===== config.mk =====
export PLATFORM = sky130hd
export DESIGN_NAME = alu_op_sequencer
export DESIGN_NICKNAME = d
export VERILOG_FILES = /design/src/rtl/alu_op_sequencer.sv
export SDC_FILE = /design/constraint.sdc
export NUM_CORES = 1
export LEC_CHECK = 0
export CAP_MARGIN = 5
export CORE_MARGIN = 3
export CORE_UTILIZATION = 43
export CTS_BUF_LIST = sky130_fd_sc_hd__clkbuf_2
export DETAILED_ROUTE_END_ITERATION = 12
export GPL_TIMING_DRIVEN = 0
export HOLD_SLACK_MARGIN = 0.15
export PLACE_DENSITY = 0.9
export SLEW_MARGIN = 30
export SYNTH_ARGS = -nofsm -noshare
export SYNTH_HDL_FRONTEND = slang
export SYNTH_SLANG_ARGS = --single-unit

===== constraint.sdc =====
create_clock -name Clock -period 3.09 [get_ports Clock]
set_input_delay 0.618 -clock Clock [delete_from_list [all_inputs] [get_ports Clock]]
set_output_delay 0.618 -clock Clock [all_outputs]
set_load 0.01 [all_outputs]

===== src/rtl/alu_op_sequencer.sv =====
// alu_op_sequencer: issues one decoded MIPS ALU operation at a time and holds the captured result on a valid/ready port.
// Optional ALU_OP_SEQUENCER_ORI_EN makes AluOp 11 decode to OR (immediate-OR path); otherwise it is illegal.
module alu_op_sequencer (
    input  logic        Clock,
    input  logic        Reset,
    input  logic        InValid,
    output logic        InReady,
    input  logic [31:0] InA,
    input  logic [31:0] InB,
    input  logic [1:0]  AluOp,
    input  logic [5:0]  Funct,
    output logic [3:0]  AluControl,
    output logic [31:0] AluIn1,
    output logic [31:0] AluIn2,
    input  logic [31:0] AluOut,
    input  logic        AluZero,
    output logic        OutValid,
    input  logic        OutReady,
    output logic [31:0] Result,
    output logic        ResultZero,
    output logic        Illegal
);
    typedef enum logic [1:0] {IDLE, ISSUE, DONE} state_t;
    state_t state_q, state_d;
    logic [3:0]  ctrl_q, ctrl_d, dec_code;
    logic [31:0] in1_q, in1_d, in2_q, in2_d, res_q, res_d;
    logic        zero_q, zero_d, ill_q, ill_d, accept;
    // Code 15 is reserved for illegal requests; no legal operation maps to it.
    always_comb begin
        dec_code = 4'd15;
        case (AluOp)
            2'b00: dec_code = 4'd2;
            2'b01: dec_code = 4'd6;
            2'b10:
                case (Funct)
                    6'b100000: dec_code = 4'd2;
                    6'b100010: dec_code = 4'd6;
                    6'b100100: dec_code = 4'd0;
                    6'b100101: dec_code = 4'd1;
                    6'b100111: dec_code = 4'd12;
                    6'b101010: dec_code = 4'd7;
                    default:   dec_code = 4'd15;
                endcase
            default:
`ifdef ALU_OP_SEQUENCER_ORI_EN
                dec_code = 4'd1;
`else
                dec_code = 4'd15;
`endif
        endcase
    end
    always_ff @(posedge Clock) begin
        if (Reset) state_q <= IDLE;
        else state_q <= state_d;
    end
    always_comb begin
        state_d = state_q;
        case (state_q)
            IDLE:    state_d = InValid ? ISSUE : IDLE;
            ISSUE:   state_d = DONE;
            DONE:    state_d = OutReady ? IDLE : DONE;
            default: state_d = IDLE;
        endcase
    end
    always_comb begin
        InReady  = state_q == IDLE;
        OutValid = state_q == DONE;
    end
    assign accept = state_q == IDLE && InValid;
    always_comb begin
        ctrl_d = accept ? dec_code : ctrl_q;
        in1_d  = accept ? InA : in1_q;
        in2_d  = accept ? InB : in2_q;
        ill_d  = accept ? dec_code == 4'd15 : ill_q;
        res_d  = state_q == ISSUE ? (ill_q ? 32'd0 : AluOut) : res_q;
        zero_d = state_q == ISSUE ? (!ill_q && AluZero) : zero_q;
    end
    always_ff @(posedge Clock) begin
        if (Reset) begin
            ctrl_q <= '0;
            in1_q  <= '0;
            in2_q  <= '0;
            ill_q  <= 1'b0;
            res_q  <= '0;
            zero_q <= 1'b0;
        end else begin
            ctrl_q <= ctrl_d;
            in1_q  <= in1_d;
            in2_q  <= in2_d;
            ill_q  <= ill_d;
            res_q  <= res_d;
            zero_q <= zero_d;
        end
    end
    assign AluControl = ctrl_q;
    assign AluIn1     = in1_q;
    assign AluIn2     = in2_q;
    assign Result     = res_q;
    assign ResultZero = zero_q;
    assign Illegal    = ill_q;
endmodule


==> metrics.md, run 1 <==
| Metric | Value |
|---|---|
| Clock Pin Slew Worst Setup and Hold Paths | around 0.23 ns |
| Hold/Removal Path Class | flop to flop |
| # DRC | 0 |
| RSZ-0062 raised after global routing | false |
| Hold Fails Final Rpt | 0 |
| DR pass1 iterations | 5 |
| Top cell type's share of synthesized area | 54.08% |
| Sequential cell fraction of total power | approximately 55% |
| Final antenna-violating net count | 0 |
| Mapped Cells | 464 |
| Initial Utilization | a little under half |
| First-pass GRT wire length | around 20 mm |
| Mapped Area | 3850 µm² |
| Crit. End Element | primary output |
| TNS Setup | 0 ns |
| Most used flip-flop cell after synthesis | dfxtp_1 |
| Relative slew margins | ~64% |
| Syn nets | 573 |
| Most common cell in the netlist | nand2_1 |
| Dpl cells | between 700 and 800 |
| Clock Path Buffers | 2 |
| Ys async rst share | 0% |
| Part of the cycle the worst path needs | about 78% |
| Post-CTS Resized | 0 |
| CTS tree | built |
| First DRT Iteration DRCs | 88 |
| Distinct cell type count after synthesis | 27 |
| Synthesized area per cell | 8.297 µm² |
| Total CTS buffers | 9 |
| Max Cap Violations | 0 |
| Largest family of logic cells by synthesized area | simple AND/OR/NAND/NOR gates |
| Clock latency on the worst-skew pair | between 0.5 and 0.6 ns |
| Post-synth EDFFs | 0 |
| Worst Max-Slew Pin Slew | roughly 0.54 ns |
| GR Overflow Total | 0 |
| Post-synthesis xor/xnor area fraction | less than 1% |
| Post-synth top cells | nand2_1 (162), dfxtp_1 (104), a21oi_1 (98) |
| Boundary Pins | 213 |
| IR drop worst, VDD | 0.2392 mV |
| Crit Path Class | flop to primary output |
| Port bufs | approximately 210 |
| Mux share of post-synthesis cell area | 0.5200% |
| Core Rows | 33 |
| Initial antenna violation count | 0 |
| Vias per cell | about 5 |
| Die ar. | 10,120 µm² |
| Synth top area cells | dfxtp_1 (54%), nand2_1 (16%), a21oi_1 (13%) |
| Compound-gate portion of the synthesized area | 14.59% |
| P&R area growth vs syn | 61.39% |
| # diodes | 0 |
| Core area | 8464 µm² |
| Pleak | 2.233 nW |
| Largest net degree at the start of global routing | 17 |
| Register area share after synthesis | a little over half |
| Max FO, Critical Path | 6 |
| Net Sw Frac | 27.32% |
| Simple-Gate Fraction of Synth Area | 25.61% |
| Cell Int Power | 1.961 mW |
| Post-Synth Adder-Cell Area | 0% |
| Combinational group share of total power | 22.3% |
| WP data required | 2.47 ns |
| # setup viols final | 0 |
| Syn. warnings | 0 |
| GRT Resource Usage Total | 24.33% |
| Tot Pwr | 2.699 mW |
| Die X | 100.6 µm |
| Final worst clock skew | 0.04021 ns |
| Synth area leader | dfxtp_1 |
| Outcome | complete, no violations |
| CP Launch Type | flop |
| Pwr dens | 434.4 nW/µm² |
| P_sw | 0.7374 mW |
| Fin nets | 796 |
| Clock Sink Count | 104 |
| Via count | ~4,000 |
| Layout cells sized above 1 | around 4.2% |
| WL/cell | between 15 and 20 µm |
| Synth Register Bits | 104 |
| Fmax | 417.3 MHz |
| Max-slew violation count | 0 |
| Non-Filler Instances | 796 |
| CTS Hold Bufs | 0 |
| GPL Wtd Cong | 0.8570 |
| Die Y | 100.6 µm |
| Fill cells | roughly 600 |
| Number of global-route vias before repair | 4,074 |
| # Post-CTS Setup Buffers | 0 |
| Min Tclk post-route | around 2.4 ns |
| Clock power frac | 23.2% |
| Worst EP arrival | 1.78 ns |
| Detailed-route wire length | 12.58 mm |
| H-tree depth | 3 |
| HPWL Detailed | 9.916 mm |
| Root buffer cell | clkbuf_2 |
-- worst max-delay path, cell delays in order (launching register included) --
cell             delay [ns]
dfxtp_1                0.49
nor2b_1                0.21
clkdlybuf4s50_1        0.58
-- kinds of logic after synthesis --
kind of cell           Yosys count
multiplexers                     2
AO/OA/AOI/OAI                  106
buffers and inverters           38
XOR/XNOR                         1
flip-flops                     104
AND/OR/NAND/NOR                213
-- power by group through the flow --
stage                     clock [mW]  combinational, mW  sequential (mW)
final                          0.625              0.601             1.47
after global routing           0.687              0.652             1.48
after CTS                      0.644              0.605             1.47
after detailed placement           0              0.602             1.50
after global placement             0              0.591             1.49
after floorplan                    0              0.199             1.53
-- metrics by stage --
stage / hold WS, ns / util [%] / area, µm² / worst slack, ns
after floorplan: 0.4761 / - / 3850 / 1.515
after global placement: 0.4372 / 72.11 / 6103 / 0.7228
after detailed placement: 0.4461 / 72.11 / 6103 / 0.6992
after CTS: 0.4702 / 73.41 / 6213 / 0.6327
after global routing: 0.4902 / 73.41 / 6213 / 0.5578
final: 0.4696 / 73.41 / 6213 / 0.6938
-- flip-flops by register name, summed over array words and instances, names as in the netlist --
register and count:
ResultZero 1, Result 32, AluIn2 32, Illegal 1
state_q 2, AluControl 4, AluIn1 32
-- area by class of cell --
cell class / count / area, µm² / area share, %
inverter: 1 / 3.754 / 0.06041
multi-input combinational: 322 / 1577 / 25.37
timing repair buffer: 212 / 2122 / 34.15
clock inverter: 4 / 55.05 / 0.8860
clock buffer: 11 / 55.05 / 0.8860
sequential: 104 / 2082 / 33.51
buffer: 37 / 187.7 / 3.021
tap: 105 / 131.4 / 2.114
-- routing by layer --
layer	vias up	GRT usage [%]	routed length (µm)
met2	182	44.96	6338
met5	-	0	0
met1	1846	25.51	4632
met3	13	8.512	1456
li1	1972	-	-
met4	0	7.876	158
-- worst paths after layout --
check / start / end / slack, ns / cells past startpoint
max: state_q[1]$_SDFF_PP0_ / OutValid / 0.69 / 2
min: AluIn2[29]$_SDFFE_PP0P_ / AluIn2[29]$_SDFFE_PP0P_ / 0.47 / 2
max reg2reg: state_q[0]$_SDFF_PP0_ / AluIn1[29]$_SDFFE_PP0P_ / 1.42 / 4
min reg2reg: AluIn2[29]$_SDFFE_PP0P_ / AluIn2[29]$_SDFFE_PP0P_ / 0.47 / 2
-- layout by cell type, fill, tap and decap left out, drive strengths merged --
| cell | synthesis | routed |
|---|---|---|
| bufinv | 0 | 1 |
| clkinvlp | 0 | 1 |
| a311oi | 1 | 1 |
| or3b | 1 | 1 |
| a22o | 2 | 2 |
| a211oi | 1 | 1 |
| nor2 | 5 | 5 |
| nand2b | 3 | 3 |
| a21oi | 98 | 98 |
| o311ai | 1 | 1 |
| clkinv | 0 | 1 |
| nand3b | 33 | 33 |
| a32oi | 1 | 1 |
| nor4b | 2 | 2 |
| clkdlybuf4s50 | 0 | 212 |
| nand2 | 162 | 162 |
| o41ai | 1 | 1 |
| o221a | 1 | 1 |
| clkbuf | 22 | 33 |
| inv | 1 | 2 |
| mux2i | 2 | 2 |
| nor2b | 4 | 4 |
| or4b | 1 | 1 |
| xor2 | 1 | 1 |
| dfxtp | 104 | 104 |
| buf | 15 | 15 |
| nor3b | 2 | 2 |
No activity file was read; power rests on OpenSTA's default activity.
==> run 2: changes to the inputs <==
- CORE_UTILIZATION: 43 -> 36
- PLACE_DENSITY: 0.9 -> 0.81
- clock period: 3.09 -> 2 ns (I/O delays scaled with it)
==> metrics.md, run 2 (synthesis gave the netlist of run 1 again) <==
| Metric | Value |
|---|---|
| Critical path's slowest cell | clkdlybuf4s50_1 |
| Post-route design area | 6435 µm² |
| Number of global-route vias before repair | 3,839 |
| Worst EP arrival | 1.50 ns |
| # setup viols final | 0 |
| # DRC | 0 |
| Relative slew margins | 66.47% |
| Pwr dens | 648.7 nW/µm² |
| HPWL Detailed | 9.611 mm |
| Clock latency on the worst-skew pair | 0.57 ns |
| Crit Path Class | flop to primary output |
| WHS | 0.3252 ns |
| Final worst clock skew | between 0.03 and 0.04 ns |
| IR drop worst, VDD | 0.3140 mV |
| Final antenna-violating net count | 0 |
| Fin nets | 799 |
| Cell Chain, Critical Path | clkdlybuf4s50_1 |
| Max Cap Violations | 0 |
| Dpl cells | 812 |
| Die ar. | 11,970 µm² |
| DR pass1 iterations | 5 |
| WL/cell | 15.21 µm |
| First DRT Iteration DRCs | ~190 |
| Area taken by multi-input logic gates | 1577 µm² |
| Clock Pin Slew Worst Setup and Hold Paths | 0.28 ns |
| Clock Sink Count | 104 |
| Detailed-route wire length | 12.65 mm |
| Max-slew violation count | 0 |
| WP data required | approximately 1.6 ns |
| Fill cells | 868 |
| CP Launch Type | flop |
| Core area | just over 10,000 µm² |
| Root buffer cell | clkbuf_2 |
| H-tree depth | 3 |
| Part of the cycle the worst path needs | 95.15% |
| Largest net degree at the start of global routing | 17 |
| Reg area | around 2200 µm² |
| Port bufs | 212 |
| Vias per cell | 4.793 |
| Min Tclk post-route | between 1.5 and 2 ns |
| Worst Max-Slew Pin Slew | 0.5029 ns |
| Pleak | 2.767 nW |
| Placement Cell Area | 6142 µm² |
| Worst path bufs/invs | 1 |
| Total CTS buffers | 9 |
| Layout cells sized above 1 | between 10% and 20% |
| Crit. End Element | primary output |
| Tot Pwr | 4.174 mW |
| CTS Hold Bufs | 0 |
| Die X | 109.4 µm |
| Max FO, Critical Path | 2 |
| Hold/Removal Path Class | primary input to flop |
| First-pass GRT wire length | 18.77 mm |
| GRT Resource Usage Total | 20.03% |
| Die Y | 109.4 µm |
| Initial Utilization | 37.13% |
| Initial antenna violation count | 0 |
| Boundary Pins | roughly 210 |
| Non-Filler Instances | between 800 and 900 |
| Commonest non-fill, non-tap cell in the layout | clkdlybuf4s50_1 |
| CP peak stage delay | 0.54 ns |
| Fmax | around 530 MHz |
| Via count | 3,988 |
| P&R area growth vs syn | 67.14% |
| Hold Fails Final Rpt | 0 |
| GPL Wtd Cong | 0.7436 |
| Clock Path Buffers | 2 |
| Core Rows | 37 |
| GR Overflow Total | 0 |
| CP top delay family | buffers and inverters |
| TNS Setup | 0 ns |
| Outcome | complete, no violations |
| Most frequent cells in the layout | clkdlybuf4s50_1 (180), nand2_1 (162), a21oi_1 (98) |
| CTS tree | built |
-- run 2: metrics by stage --
step                      util [%]  setup slack [ns]
after floorplan                  -            0.6434
after global placement       59.23           -0.1323
after detailed placement     59.23           -0.1310
after CTS                    60.42          0.001952
after global routing         62.03          -0.02734
final                        62.05           0.09697
-- run 2: per-layer routing --
layer  track usage (%)  vias to the layer above  share of wire (%)
met3             8.280                       20                 11
li1                  -                     1988                  -
met5                 0                        -                  0
met2             34.92                      166                 49
met1             22.31                     1814                 39
met4             5.877                        0                1.7
-- run 2: final cells by class --
| class | instances | share of cell area, % |
|---|---|---|
| sequential | 104 | 33.74 |
| clock inverter | 6 | 0.9333 |
| antenna | 1 | 0.03889 |
| timing repair buffer | 215 | 34.40 |
| multi-input combinational | 322 | 24.50 |
| inverter | 1 | 0.05833 |
| clock buffer | 10 | 0.7778 |
| buffer | 37 | 2.917 |
| tap | 136 | 2.644 |
-- run 2: path summary, 6_finish.rpt --
path	startpoint	to	slack (ns)	cells after the start
worst max-delay path	AluIn2[9]$_SDFFE_PP0P_	AluIn2[9]	0.1	1
worst min-delay path	InA[30]	AluIn1[30]$_SDFFE_PP0P_	0.33	3
worst max register to register	state_q[1]$_SDFF_PP0_	AluIn1[28]$_SDFFE_PP0P_	0.36	5
worst min register to register	AluIn1[25]$_SDFFE_PP0P_	AluIn1[25]$_SDFFE_PP0P_	0.47	2
-- run 2: repair_timing --
| item | in CTS | in global routing |
|---|---|---|
| resized for setup | 9 | 92 |
| endpoints found under the setup margin | 5 | 71 |
| setup buffers | 1 | 2 |
-- run 2: power breakdown --
part	internal, mW	switching (mW)
Combinational	0.520	0.400
Sequential	2.22	0.0695
Clock	0.288	0.681
==> run 3: changes to the inputs <==
- REMOVE_ABC_BUFFERS: default -> 1
==> metrics.md, run 3 (synthesis gave the netlist of run 1 again) <==
| Metric | Value |
|---|---|
| Outcome | complete, no violations |
| Clock latency on the worst-skew pair | 0.56 ns |
| WP data required | 1.60 ns |
| CTS tree | built |
| DR pass1 iterations | 4 |
| Die Y | 109.4 µm |
| CP top delay family | buffers and inverters |
| # setup viols final | 0 |
| Max-slew violation count | 0 |
| CP peak stage delay | 0.55 ns |
| P_sw | 1.139 mW |
| Final worst clock skew | about 0.025 ns |
| Cell Chain, Critical Path | clkdlybuf4s50_1 |
| Sequential cell fraction of total power | 51.7% |
| Die ar. | 11,970 µm² |
| GPL Wtd Cong | 0.7161 |
| Hold Fails Final Rpt | 0 |
| Reg2Reg Setup Slack | between 0.3 and 0.4 ns |
| Min Tclk post-route | around 1.9 ns |
| Largest net degree at the start of global routing | 60 |
| Hold/Removal Path Class | primary input to flop |
| Clock Path Buffers | 2 |
| HPWL Detailed | roughly 8.6 mm |
| Combinational group share of total power | about a fifth |
| Port bufs | around 210 |
| First-pass GRT wire length | 18.29 mm |
| Worst hold endpoint | Result[9]$_SDFFE_PP0P_ |
| First DRT Iteration DRCs | 279 |
| WL/cell | 14.75 µm |
| Clock Sink Count | 104 |
| Number of global-route vias before repair | 3,948 |
| Total CTS buffers | 9 |
| Pleak | around 2.8 nW |
| P&R area growth vs syn | 67.57% |
| Vias per cell | approximately 4.8 |
| Clock Pin Slew Worst Setup and Hold Paths | 0.27 ns |
| CP Launch Type | flop |
| IR drop worst, VDD | 0.3428 mV |
| R2R depth | 5 |
| R2R Path Start | state_q[1]$_SDFF_PP0_ |
| Worst path bufs/invs | 1 |
| Max FO, Critical Path | 2 |
| R2r endpoint | AluIn2[24]$_SDFFE_PP0P_ |
| Most frequent cells in the layout | clkdlybuf4s50_1 (177), nand2_1 (162), a21oi_1 (98) |
| Commonest non-fill, non-tap cell in the layout | clkdlybuf4s50_1 |
| Initial antenna violation count | 0 |
| Crit Path Class | flop to primary output |
| Clock power frac | 27.8% |
| Hold path depth | 2 |
| Worst Max-Slew Pin Slew | 0.6729 ns |
| Max Cap Violations | 0 |
| Post-route design area | 6451 µm² |
| Detailed-route wire length | between 10 and 15 mm |
| Layout cells sized above 1 | between 10% and 20% |
| Final antenna-violating net count | 0 |
| Relative slew margins | 55.14% |
| Crit. End Element | primary output |
| Cell Int Power | 3.283 mW |
| Critical path's slowest cell | clkdlybuf4s50_1 |
| Net Sw Frac | approximately 26% |
| Placement Cell Area | 6076 µm² |
| # DRC | 0 |
| Min setup slack post-route | 0.09961 ns |
| Boundary Pins | 213 |
| Initial Utilization | a little under two fifths |
| Fin nets | 771 |
| GRT Resource Usage Total | 19.17% |
| Part of the cycle the worst path needs | 95.02% |
| Root buffer cell | clkbuf_2 |
| Via count | 3,894 |
| Pwr dens | 685.5 nW/µm² |
| Worst EP arrival | around 1.5 ns |
| # diodes | 0 |
| Fmax | 526.2 MHz |
| H-tree depth | 3 |
| GR Overflow Total | 0 |
| CTS Hold Bufs | 0 |
| Core Rows | 37 |
| TNS Setup | 0 ns |
| Core area | about 10,000 µm² |
| Fill cells | 862 |
| Pre-CTS setup slack | -0.02883 ns |
| Die X | 109.4 µm |
| Worst hold path startpoint | Reset |
## run 3: changes by cell type in the layout (fill, tap and decap cells not counted), moves of 3 or more
cell             previous run  this run
buf_1                       3         0
buf_2                       6         0
clkbuf_1                   22         0
clkdlybuf4s50_1           180       177
dfxtp_1                    37        24
dfxtp_2                    65        77
## run 3: worst max-delay path by stage
stage                                  from                          to  slack [ns]  depth (start not counted)
floorplan                           InValid  AluControl[1]$_SDFFE_PP0P_       -0.37                          3
global placement                      Reset        Illegal$_SDFFE_PP0P_       -2.04                          3
detailed placement                  InValid      AluIn2[2]$_SDFFE_PP0P_       -0.03                          6
CTS                 AluIn2[22]$_SDFFE_PP0P_                  AluIn2[22]       0.004                          1
global route        AluIn1[24]$_SDFFE_PP0P_                  AluIn1[24]       -0.01                          1
finish               Result[7]$_SDFFE_PP0P_                   Result[7]         0.1                          1
## run 3: through the flow
| stage | hold WS, ns | power [mW] | std cells | utilization, % |
|---|---|---|---|---|
| 2_1_floorplan | 0.4691 | 2.607 | 427 | - |
| 3_3_place_gp | 0.4383 | 3.172 | 775 | 57.42 |
| 3_5_place_dp | 0.4430 | 3.224 | 782 | 58.59 |
| 4_1_cts | 0.2373 | 4.458 | 800 | 60.34 |
| 5_1_grt | 0.2338 | 4.658 | 803 | 62.21 |
| 6_report | 0.2891 | 4.422 | 803 | 62.21 |
## run 3: timing repair
| action | 4_1_cts | 5_1_grt |
|---|---|---|
| setup endpoints to repair | 4 | 80 |
| gates resized for setup | 10 | 107 |
| buffers inserted | 2 | 3 |
## run 3: cell type report
cell class / instances / area (µm²) / share of cell area [%]
well taps: 136 / 170.2 / 2.638
flip-flops and latches: 104 / 2190 / 33.94
clock buffers: 11 / 55.05 / 0.8534
inverters: 1 / 3.754 / 0.05818
multi-input cells: 322 / 1589 / 24.63
clock inverters: 5 / 105.1 / 1.629
repair buffers: 224 / 2338 / 36.25
## run 3: power groups by stage
stage | Combinational, mW | Clock [mW] | Sequential (mW)
2_1_floorplan | 0.240 | 0 | 2.37
3_3_place_gp | 0.861 | 0 | 2.31
3_5_place_dp | 0.906 | 0 | 2.32
4_1_cts | 0.916 | 1.27 | 2.27
5_1_grt | 0.984 | 1.37 | 2.31
6_report | 0.905 | 1.23 | 2.29
## run 3: per-layer routing
| metal | vias to the layer above | track usage (%) | wire, µm |
|---|---|---|---|
| li1 | 1924 | - | - |
| met1 | 1772 | 21.66 | 4567 |
| met4 | 0 | 8.103 | 321 |
| met5 | - | 0 | 0 |
| met3 | 26 | 7.751 | 1346 |
| met2 | 172 | 31.95 | 5607 |
